--- config.mk ---
export PLATFORM = sky130hd
export DESIGN_NAME = shift_result_stage
export DESIGN_NICKNAME = d
export VERILOG_FILES = /design/src/rtl/shift_result_stage_pkg.sv /design/src/rtl/shift_result_stage_flags.sv /design/src/rtl/shift_result_stage.sv
export SDC_FILE = /design/constraint.sdc
export NUM_CORES = 1
export LEC_CHECK = 0
export ABC_AREA = 1
export CAP_MARGIN = 20
export CORE_UTILIZATION = 53
export CTS_CLUSTER_DIAMETER = 40
export CTS_CLUSTER_SIZE = 20
export DETAILED_ROUTE_END_ITERATION = 6
export PLACE_DENSITY = 0.86
export SKIP_CTS_REPAIR_TIMING = 1
export SKIP_LAST_GASP = 1
export SYNTH_ARGS = -nofsm -noshare
export SYNTH_HDL_FRONTEND = slang
export SYNTH_SLANG_ARGS = --single-unit
--- constraint.sdc ---
create_clock -name clk -period 3.7 [get_ports clk]
set_input_delay 0.37 -clock clk [delete_from_list [all_inputs] [get_ports clk]]
set_output_delay 0.37 -clock clk [all_outputs]
set_load 0.01 [all_outputs]
--- src/rtl/shift_result_stage_pkg.sv ---
// Shared definitions for the shift result stage: opcode values, skid-buffer
// state encoding, error counter width and the per-entry flag bundle.
package shift_result_stage_pkg;

  // Shift opcodes carried on in_h
  localparam logic [1:0] OP_PASS    = 2'b00;
  localparam logic [1:0] OP_LEFT    = 2'b01;
  localparam logic [1:0] OP_RIGHT   = 2'b10;
  localparam logic [1:0] OP_ILLEGAL = 2'b11;

  // Occupancy of the two-entry skid buffer
  typedef enum logic [1:0] {
    SKID_EMPTY = 2'd0,
    SKID_ONE   = 2'd1,
    SKID_FULL  = 2'd2
  } skid_state_e;

  // Illegal-opcode counter width and its saturation value
  localparam int ERR_COUNT_W = 8;
  localparam logic [ERR_COUNT_W-1:0] ERR_COUNT_MAX = '1;

  // Flags stored alongside each buffered result
  typedef struct packed {
    logic z;
    logic n;
    logic c;
    logic err;
  } flags_t;

endpackage

--- src/rtl/shift_result_stage_flags.sv ---
// Combinational flag generation for one shifter result. Illegal opcodes
// force the result to zero so nothing undefined ever reaches the buffer.
module shift_flags
  import shift_result_stage_pkg::*;
#(
  parameter int word_Size = 32
) (
  input  logic [1:0]           h,
  input  logic [word_Size-1:0] b,
  input  logic [4:0]           sh,
  input  logic [word_Size-1:0] result,
  output logic [word_Size-1:0] result_out,
  output flags_t               flags
);

  logic [4:0] left_idx;
  logic [4:0] right_idx;

  // Bit positions that fall off the operand edge for a nonzero shift amount
  always_comb begin
    left_idx  = 5'(word_Size - int'(sh));
    right_idx = sh - 5'd1;
  end

  // Sanitise the result, then derive carry, error, zero and negative flags
  always_comb begin
    result_out = result;
    flags      = '0;
    case (h)
      OP_LEFT: begin
        if (sh != 5'd0) flags.c = b[left_idx];
      end
      OP_RIGHT: begin
        if (sh != 5'd0) flags.c = b[right_idx];
      end
      OP_ILLEGAL: begin
        result_out = '0;
        flags.err  = 1'b1;
      end
      default: begin
      end
    endcase
    flags.z = (result_out == '0);
    flags.n = result_out[word_Size-1];
  end

endmodule

--- src/rtl/shift_result_stage.sv ---
// Result stage behind the shifter: flags are computed at acceptance and the
// result plus flags are held in a two-entry skid buffer. in_ready is a
// registered signal, so upstream never sees a combinational path from
// out_ready.
module shift_result_stage
  import shift_result_stage_pkg::*;
#(
  parameter int word_Size = 32
) (
  input  logic                   clk,
  input  logic                   rst_n,
  input  logic                   in_valid,
  output logic                   in_ready,
  input  logic [1:0]             in_h,
  input  logic [word_Size-1:0]   in_b,
  input  logic [4:0]             in_sh,
  input  logic [word_Size-1:0]   in_result,
  output logic                   out_valid,
  input  logic                   out_ready,
  output logic [word_Size-1:0]   out_result,
  output logic                   out_z,
  output logic                   out_n,
  output logic                   out_c,
  output logic                   out_err,
  output logic [ERR_COUNT_W-1:0] err_count
);

  skid_state_e            state_q, state_d;
  logic                   in_ready_q, in_ready_d;
  logic [word_Size-1:0]   head_result_q, head_result_d;
  flags_t                 head_flags_q, head_flags_d;
  logic [word_Size-1:0]   tail_result_q, tail_result_d;
  flags_t                 tail_flags_q, tail_flags_d;
  logic [ERR_COUNT_W-1:0] err_count_q, err_count_d;

  logic [word_Size-1:0]   new_result;
  flags_t                 new_flags;
  logic                   accept;
  logic                   pop;

  shift_flags #(
    .word_Size (word_Size)
  ) u_flags (
    .h          (in_h),
    .b          (in_b),
    .sh         (in_sh),
    .result     (in_result),
    .result_out (new_result),
    .flags      (new_flags)
  );

  // Handshake qualifiers; in_ready_q is already low in FULL so in_valid is ignored there
  always_comb begin
    out_valid = (state_q != SKID_EMPTY);
    accept    = in_valid & in_ready_q;
    pop       = out_valid & out_ready;
  end

  // Buffer control: the head register always drives the outputs, the tail only holds overflow
  always_comb begin
    state_d       = state_q;
    head_result_d = head_result_q;
    head_flags_d  = head_flags_q;
    tail_result_d = tail_result_q;
    tail_flags_d  = tail_flags_q;
    case (state_q)
      SKID_EMPTY: begin
        if (accept) begin
          head_result_d = new_result;
          head_flags_d  = new_flags;
          state_d       = SKID_ONE;
        end
      end
      SKID_ONE: begin
        if (accept && pop) begin
          head_result_d = new_result;
          head_flags_d  = new_flags;
        end else if (accept) begin
          tail_result_d = new_result;
          tail_flags_d  = new_flags;
          state_d       = SKID_FULL;
        end else if (pop) begin
          state_d = SKID_EMPTY;
        end
      end
      SKID_FULL: begin
        if (pop) begin
          head_result_d = tail_result_q;
          head_flags_d  = tail_flags_q;
          state_d       = SKID_ONE;
        end
      end
      default: begin
        state_d = SKID_EMPTY;
      end
    endcase
    in_ready_d = (state_d != SKID_FULL);
  end

  // Illegal entries are counted when accepted, saturating at the top value
  always_comb begin
    err_count_d = err_count_q;
    if (accept && new_flags.err && (err_count_q != ERR_COUNT_MAX)) begin
      err_count_d = err_count_q + 1'b1;
    end
  end

  // State registers; reset discards all entries and holds in_ready low
  always_ff @(posedge clk or negedge rst_n) begin
    if (!rst_n) begin
      state_q       <= SKID_EMPTY;
      in_ready_q    <= 1'b0;
      head_result_q <= '0;
      head_flags_q  <= '0;
      tail_result_q <= '0;
      tail_flags_q  <= '0;
      err_count_q   <= '0;
    end else begin
      state_q       <= state_d;
      in_ready_q    <= in_ready_d;
      head_result_q <= head_result_d;
      head_flags_q  <= head_flags_d;
      tail_result_q <= tail_result_d;
      tail_flags_q  <= tail_flags_d;
      err_count_q   <= err_count_d;
    end
  end

  // Outputs come straight from registers
  always_comb begin
    in_ready   = in_ready_q;
    out_result = head_result_q;
    out_z      = head_flags_q.z;
    out_n      = head_flags_q.n;
    out_c      = head_flags_q.c;
    out_err    = head_flags_q.err;
    err_count  = err_count_q;
  end

endmodule

# After elaboration in Yosys (flattened, before gate mapping)
# Cells that the tools add are included.
# Widths: inputs -> output; s select.
dict set report op_classes {
  n_addsub 3
  magnitude_cmp 2
  n_eq_ne 10
  n_mux 23
  bitwise_logic 3
  reduce_logical 10
}
# op n
set op_table {}
lappend op_table {{$mux 32} 4}
lappend op_table {{$pmux 32 s3} 1}
lappend op_table {{$logic_not 32->1} 1}
lappend op_table {{$lt 5x6->1 const B} 2}
lappend op_table {{$mux 4} 3}
lappend op_table {{$pmux 4 s3} 1}
lappend op_table {{$bmux 1 s5} 2}
lappend op_table {{$mux 2} 5}
lappend op_table {{$add 8x1->8 const B} 1}
lappend op_table {{$ne 2x2->1 const B} 4}
lappend op_table {{$ne 8x8->1 const B} 1}
lappend op_table {{$eq 2x2->1 const B} 3}
lappend op_table {{$pmux 2 s3} 1}
lappend op_table {{$mux 1} 5}
lappend op_table {{$reduce_bool 5->1} 1}
lappend op_table {{$sub 1x5->5 const A} 1}
lappend op_table {{$sub 5x1->5 const B} 1}
lappend op_table {{$eq 2x1->1 const B} 2}
lappend op_table {{$reduce_and 4->1} 1}
lappend op_table {{$logic_and 1x1->1} 3}
lappend op_table {{$reduce_and 3->1} 1}
lappend op_table {{$reduce_bool 3->1} 1}
lappend op_table {{$and 1x1->1} 2}
lappend op_table {{$logic_not 2->1} 1}
lappend op_table {{3 further kinds} 3}
dict set report word_totals {
  reg_bits 83
  input_bits 75
  out_inout_bits 46
  wordCells 64
}

# Longest topological paths before layout
dict set report depth {
  depth_word 7
  mapped_depth 17
  mapped_depth_nobuf 15
}

# Modules after synthesis
# Synthesis repeated with hierarchy kept, for this count alone.
dict set report unflattened {
  hier_cells 705
  area_unflattened_um2 4848.4
}
# module n_inst cells_each area_each_um2 seq_area_each_um2
set by_module_without_submodules {}
lappend by_module_without_submodules {shift_result_stage 1 457 3681.0 2077.0}
lappend by_module_without_submodules {shift_flags 1 248 1167.4 0.0}

# Least setup slack after synthesis
# No wires, ideal clock.
dict set report synth_path {
  path_type {input to register}
  start {input in_sh[0]}
  end {register head_flags_q (netlist bit out_c)}
  setup_ns 0.116
  arrival_ns 1.929
  required_ns 3.584
  slack_ns 1.654
  path_stages 16
  n_path_buf 4
  path_cell_list {buf_4 -> inv_4 -> buf_4 -> ha_1 -> buf_2 -> inv_2 -> buf_4 -> nand3_1 -> nand3_1 -> nand3_1 -> nand3b_1 -> nand3_1 -> nand3_1 -> nand2_1 -> nand2_1 -> nand2_1}
}
dict set report synth_via {
  elab_chain_len 7
  elab_cells_between_ends 13
  cone_classes {add/sub (2); mux (10); reduce/logical (1)}
}
# item line_no
set synth_rtl {}
lappend synth_rtl {{start, declared} shift_result_stage.sv:16} ;# input logic [4:0] in_sh,
lappend synth_rtl {{$sub 5x1->5 or $sub 1x5->5 (tied branches)} {shift_result_stage_flags.sv:22, shift_result_stage_flags.sv:21}}
lappend synth_rtl {{$bmux 1 s5 (on tied branches)} {shift_result_stage_flags.sv:34, shift_result_stage_flags.sv:31}}
lappend synth_rtl {{$mux 1 (on tied branches) (2 in a row)} {shift_result_stage_flags.sv:34, shift_result_stage_flags.sv:31}}
lappend synth_rtl {{$pmux 1 s2 (*)} shift_result_stage_flags.sv:29} ;# case (h)
lappend synth_rtl {{$mux 4 (on tied branches)} {shift_result_stage.sv:75, shift_result_stage.sv:68}}
lappend synth_rtl {{$pmux 4 s3 (*)} shift_result_stage.sv:66} ;# case (state_q)
lappend synth_rtl {{end signal, assigned} shift_result_stage.sv:122} ;# head_flags_q <= head_flags_d;
lappend synth_rtl {{end, declared} shift_result_stage.sv:31} ;# flags_t head_flags_q, head_flags_d;
# Mark *: on every way between the ends. The rest lies on a longest branch, timed or not. The select of a mux whose other input is x is not followed.
# A chain may end at the register's enable or synchronous reset.

# Final worst setup path
dict set report layout_path {
  start {input in_h[1]}
  end {register head_flags_q (netlist bit out_z)}
}
dict set report layout_via {
  elab_chain_len 5
  elab_cells_between_ends 6
  cone_classes {eq/ne (1); mux (4); reduce/logical (1)}
}
# item line_no
set layout_rtl {}
lappend layout_rtl {{start, declared} shift_result_stage.sv:14} ;# input logic [1:0] in_h,
lappend layout_rtl {{$eq 2x2->1 (*)} shift_result_stage_flags.sv:29}
lappend layout_rtl {{$mux 32 (*)} shift_result_stage_flags.sv:29}
lappend layout_rtl {{$logic_not 32->1 (*)} shift_result_stage_flags.sv:43} ;# flags.z = (result_out == '0);
lappend layout_rtl {{$mux 4 (on tied branches)} {shift_result_stage.sv:75, shift_result_stage.sv:68}}
lappend layout_rtl {{$pmux 4 s3 (*)} shift_result_stage.sv:66}
# Marked as above.

==> flow_summary.json <==
{
  "status": "complete, no violations",
  "drc": 0,
  "ir_drop_v": 0.000304,
  "ys_seq_area_frac": 0.449,
  "crit_path_cell_trace": "clkdlybuf4s50_1 > ha_1 > nor2_1 > nor4_1 > nand2_1 > nor3_2 > nand3_1 > a21oi_1",
  "coreArea_um2": 8220,
  "grt_pass1_wl_um": 18600,
  "num_io_pins": 121,
  "tightestPinTransition_ns": 0.881,
  "setup_slack_ns": 1.10,
  "grtUsageTotal": 0.270,
  "maxSlewViolCount": 0,
  "drt-initial-drc-count": 332,
  "ant_nets": 0,
  "place_hpwl_um": 7940,
  "clk_pin_slew_ns": 0.08,
  "final_util": 0.719,
  "synth_area_um2": 4520,
  "cp-endpoint": "out_z",
  "path_max_fanout": 23,
  "cpMaxStageDelayCell": "ha_1",
  "routed_wirelength_um": 11500,
  "fmax_mhz": 385,
  "finalCritPeriodShare": 0.702,
  "cp-end-kind": "flip-flop",
  "reg2reg_to": "out_result[29]",
  "finalClockSkew_ns": 0.00808,
  "finalPower_mw": 3.73,
  "crit_path_max_incr_delay_ns": 0.73,
  "setup.worst_path.class": "input pin to flip-flop",
  "final_common_cell": "nand2_1",
  "wl_per_cell_um": 13.8,
  "drv_cap": 0,
  "antenna_found_initial": 0,
  "yosysUniqueCellTypes": 30,
  "synthesis.instances": 625,
  "die_h_um": 94.3,
  "chipWidth_um": 94.3,
  "dieArea_um2": 8900,
  "cts_buffers": 9,
  "root_buffer": "clkbuf_8",
  "finalCriticalPeriod_ns": 2.60,
  "htree_levels": 3,
  "worst_setup_path_start_kind": "input pin",
  "design_area_um2": 5910,
  "power_density_nw_per_um2": 632,
  "final_nets": 808,
  "relSlewSlack": 0.413,
  "cts_tree": "built",
  "ff_latch_area_um2": 2030,
  "synth_top_area_share": 0.449,
  "final_cell_mix": "nand2_1 (244), clkdlybuf4s50_1 (119), dfrtp_1 (81)",
  "area_delta_synth_final_pct": 30.7,
  "via_count": 4552,
  "yosysTopAreaCell": "dfrtp_1",
  "worstSetupStartpoint": "in_h[1]",
  "placed_area_um2": 5660,
  "avgViaCountPerCell": 5.44,
  "avgSynthCellArea_um2": 7.23,
  "synth_area_leaders": "dfrtp_1 (45%), nand2_1 (20%), nand3_1 (8.1%)",
  "yosys_warnings": 0,
  "reg2reg_setup_slack_ns": 1.55,
  "required_ns": 3.97,
  "rows": 33,
  "start_util": 0.550,
  "antenna_cells": 0,
  "ys_ff_latch": 81,
  "multiInputGateArea_um2": 2090,
  "min_path_type": "input pin to async pin",
  "dp_slack_ns": 0.772,
  "rsz0062_at_grt": "no",
  "drt-pass1-iter-count": 5,
  "portBuffers": 120,
  "arrival_ns": 2.87,
  "grt_pass1_vias": 4163,
  "cts_sinks": 81,
  "p_leak_nw": 2.84,
  "timing.rr.start": "state_q[1]",
  "fillers": 629,
  "finalSetupViolCount": 0,
  "grt_max_degree": 82,
  "gp_congestion": 0.842,
  "layout-drive-gt1-share": 0.0492,
  "cts_buffer_depth": 2,
  "synth.net_count": 705,
  "worstSkewPairLatency_ns": 0.35,
  "fin_setup_tns_ns": 0,
  "r2r_cells": 7,
  "final_hold_viol_count": 0,
  "overflow": 0
}
-- layout make-up --
| cell class | instances | area share |
|---|---|---|
| inverter | 46 | 0.0299 |
| clock buffer | 10 | 0.0216 |
| sequential | 81 | 0.343 |
| clock inverter | 5 | 0.0133 |
| multi-input combinational | 463 | 0.354 |
| tap | 105 | 0.0222 |
| timing repair buffer | 127 | 0.216 |
-- stage by stage --
stage,hold slack [ns],cells
6_report,0.363,837
5_1_grt,0.363,837
4_1_cts,0.223,835
3_5_place_dp,0.459,820
3_3_place_gp,0.453,820
2_1_floorplan,0.0744,625
-- worst min-delay path by stage --
stage,startpoint,to,slack [ns],cells past startpoint
final,rst_n,out_result[6],0.36,2
after global routing,rst_n,out_result[10],0.36,2
after CTS,rst_n,tail_result_q[13],0.22,1
after detailed placement,tail_result_q[20],tail_result_q[20],0.46,2
after global placement,tail_result_q[16],tail_result_q[16],0.45,2
after floorplan,rst_n,err_count[0],0.07,0
-- Yosys cell counts --
library cell    n
nand2_1       244
dfrtp_1        81
nand3_1        73
nor2_1         64
inv_1          38
a31oi_1        31
buf_2          16
o21ai_1        12
buf_4           8
clkbuf_1        6
inv_2           6
ha_1            5
nor4_1          5
a21oi_1         4
buf_6           4
o21ai_0         4
xnor2_1         4
xor2_1          4
nand2_2         2
nand3b_1        2
nor3_1          2
nor3_2          2
buf_8           1
clkinv_2        1
inv_4           1
nand4_1         1
nand4_2         1
nor2_2          1
nor4_4          1
o31ai_1         1
-- report_power, final --
group | internal [mW] | switching (mW) | total [mW]
logic | 0.747 | 0.779 | 1.53
registers | 1.27 | 0.244 | 1.51
clock network | 0.377 | 0.315 | 0.692
total | 2.39 | 1.34 | 3.73
-- metal layers --
layer	vias up	GRT usage	share of wire
met5	-	0	0
met2	189	0.452	0.51
met1	2131	0.349	0.40
met3	24	0.0429	0.067
li1	2208	-	-
met4	0	0.106	0.021
-- state kept, by name (all words and copies together) (netlist names) --
signal / flops
out_result: 32
tail_result_q: 32
err_count: 8
tail_flags_q: 3
state_q: 2
in_ready: 1
out_c: 1
out_err: 1
out_z: 1
-- worst max-delay path, delay by kind of cell --
family,cells,cell delay [ns]
compound gates,1,0.18
fa+ha+maj,1,0.73
buf+inv,1,0.48
simple gates,5,1.10
-- cells by family (layout without fill, tap and decap cells) --
family | Yosys count | count (layout) | synth area share
fa+ha+maj | 5 | 5 | 0.0139
buf+inv | 81 | 188 | 0.0884
compound gates | 52 | 52 | 0.0668
xor+xnor | 8 | 8 | 0.0155
simple gates | 398 | 398 | 0.367
flops | 81 | 81 | 0.449
(Power assumes the default switching activity.)
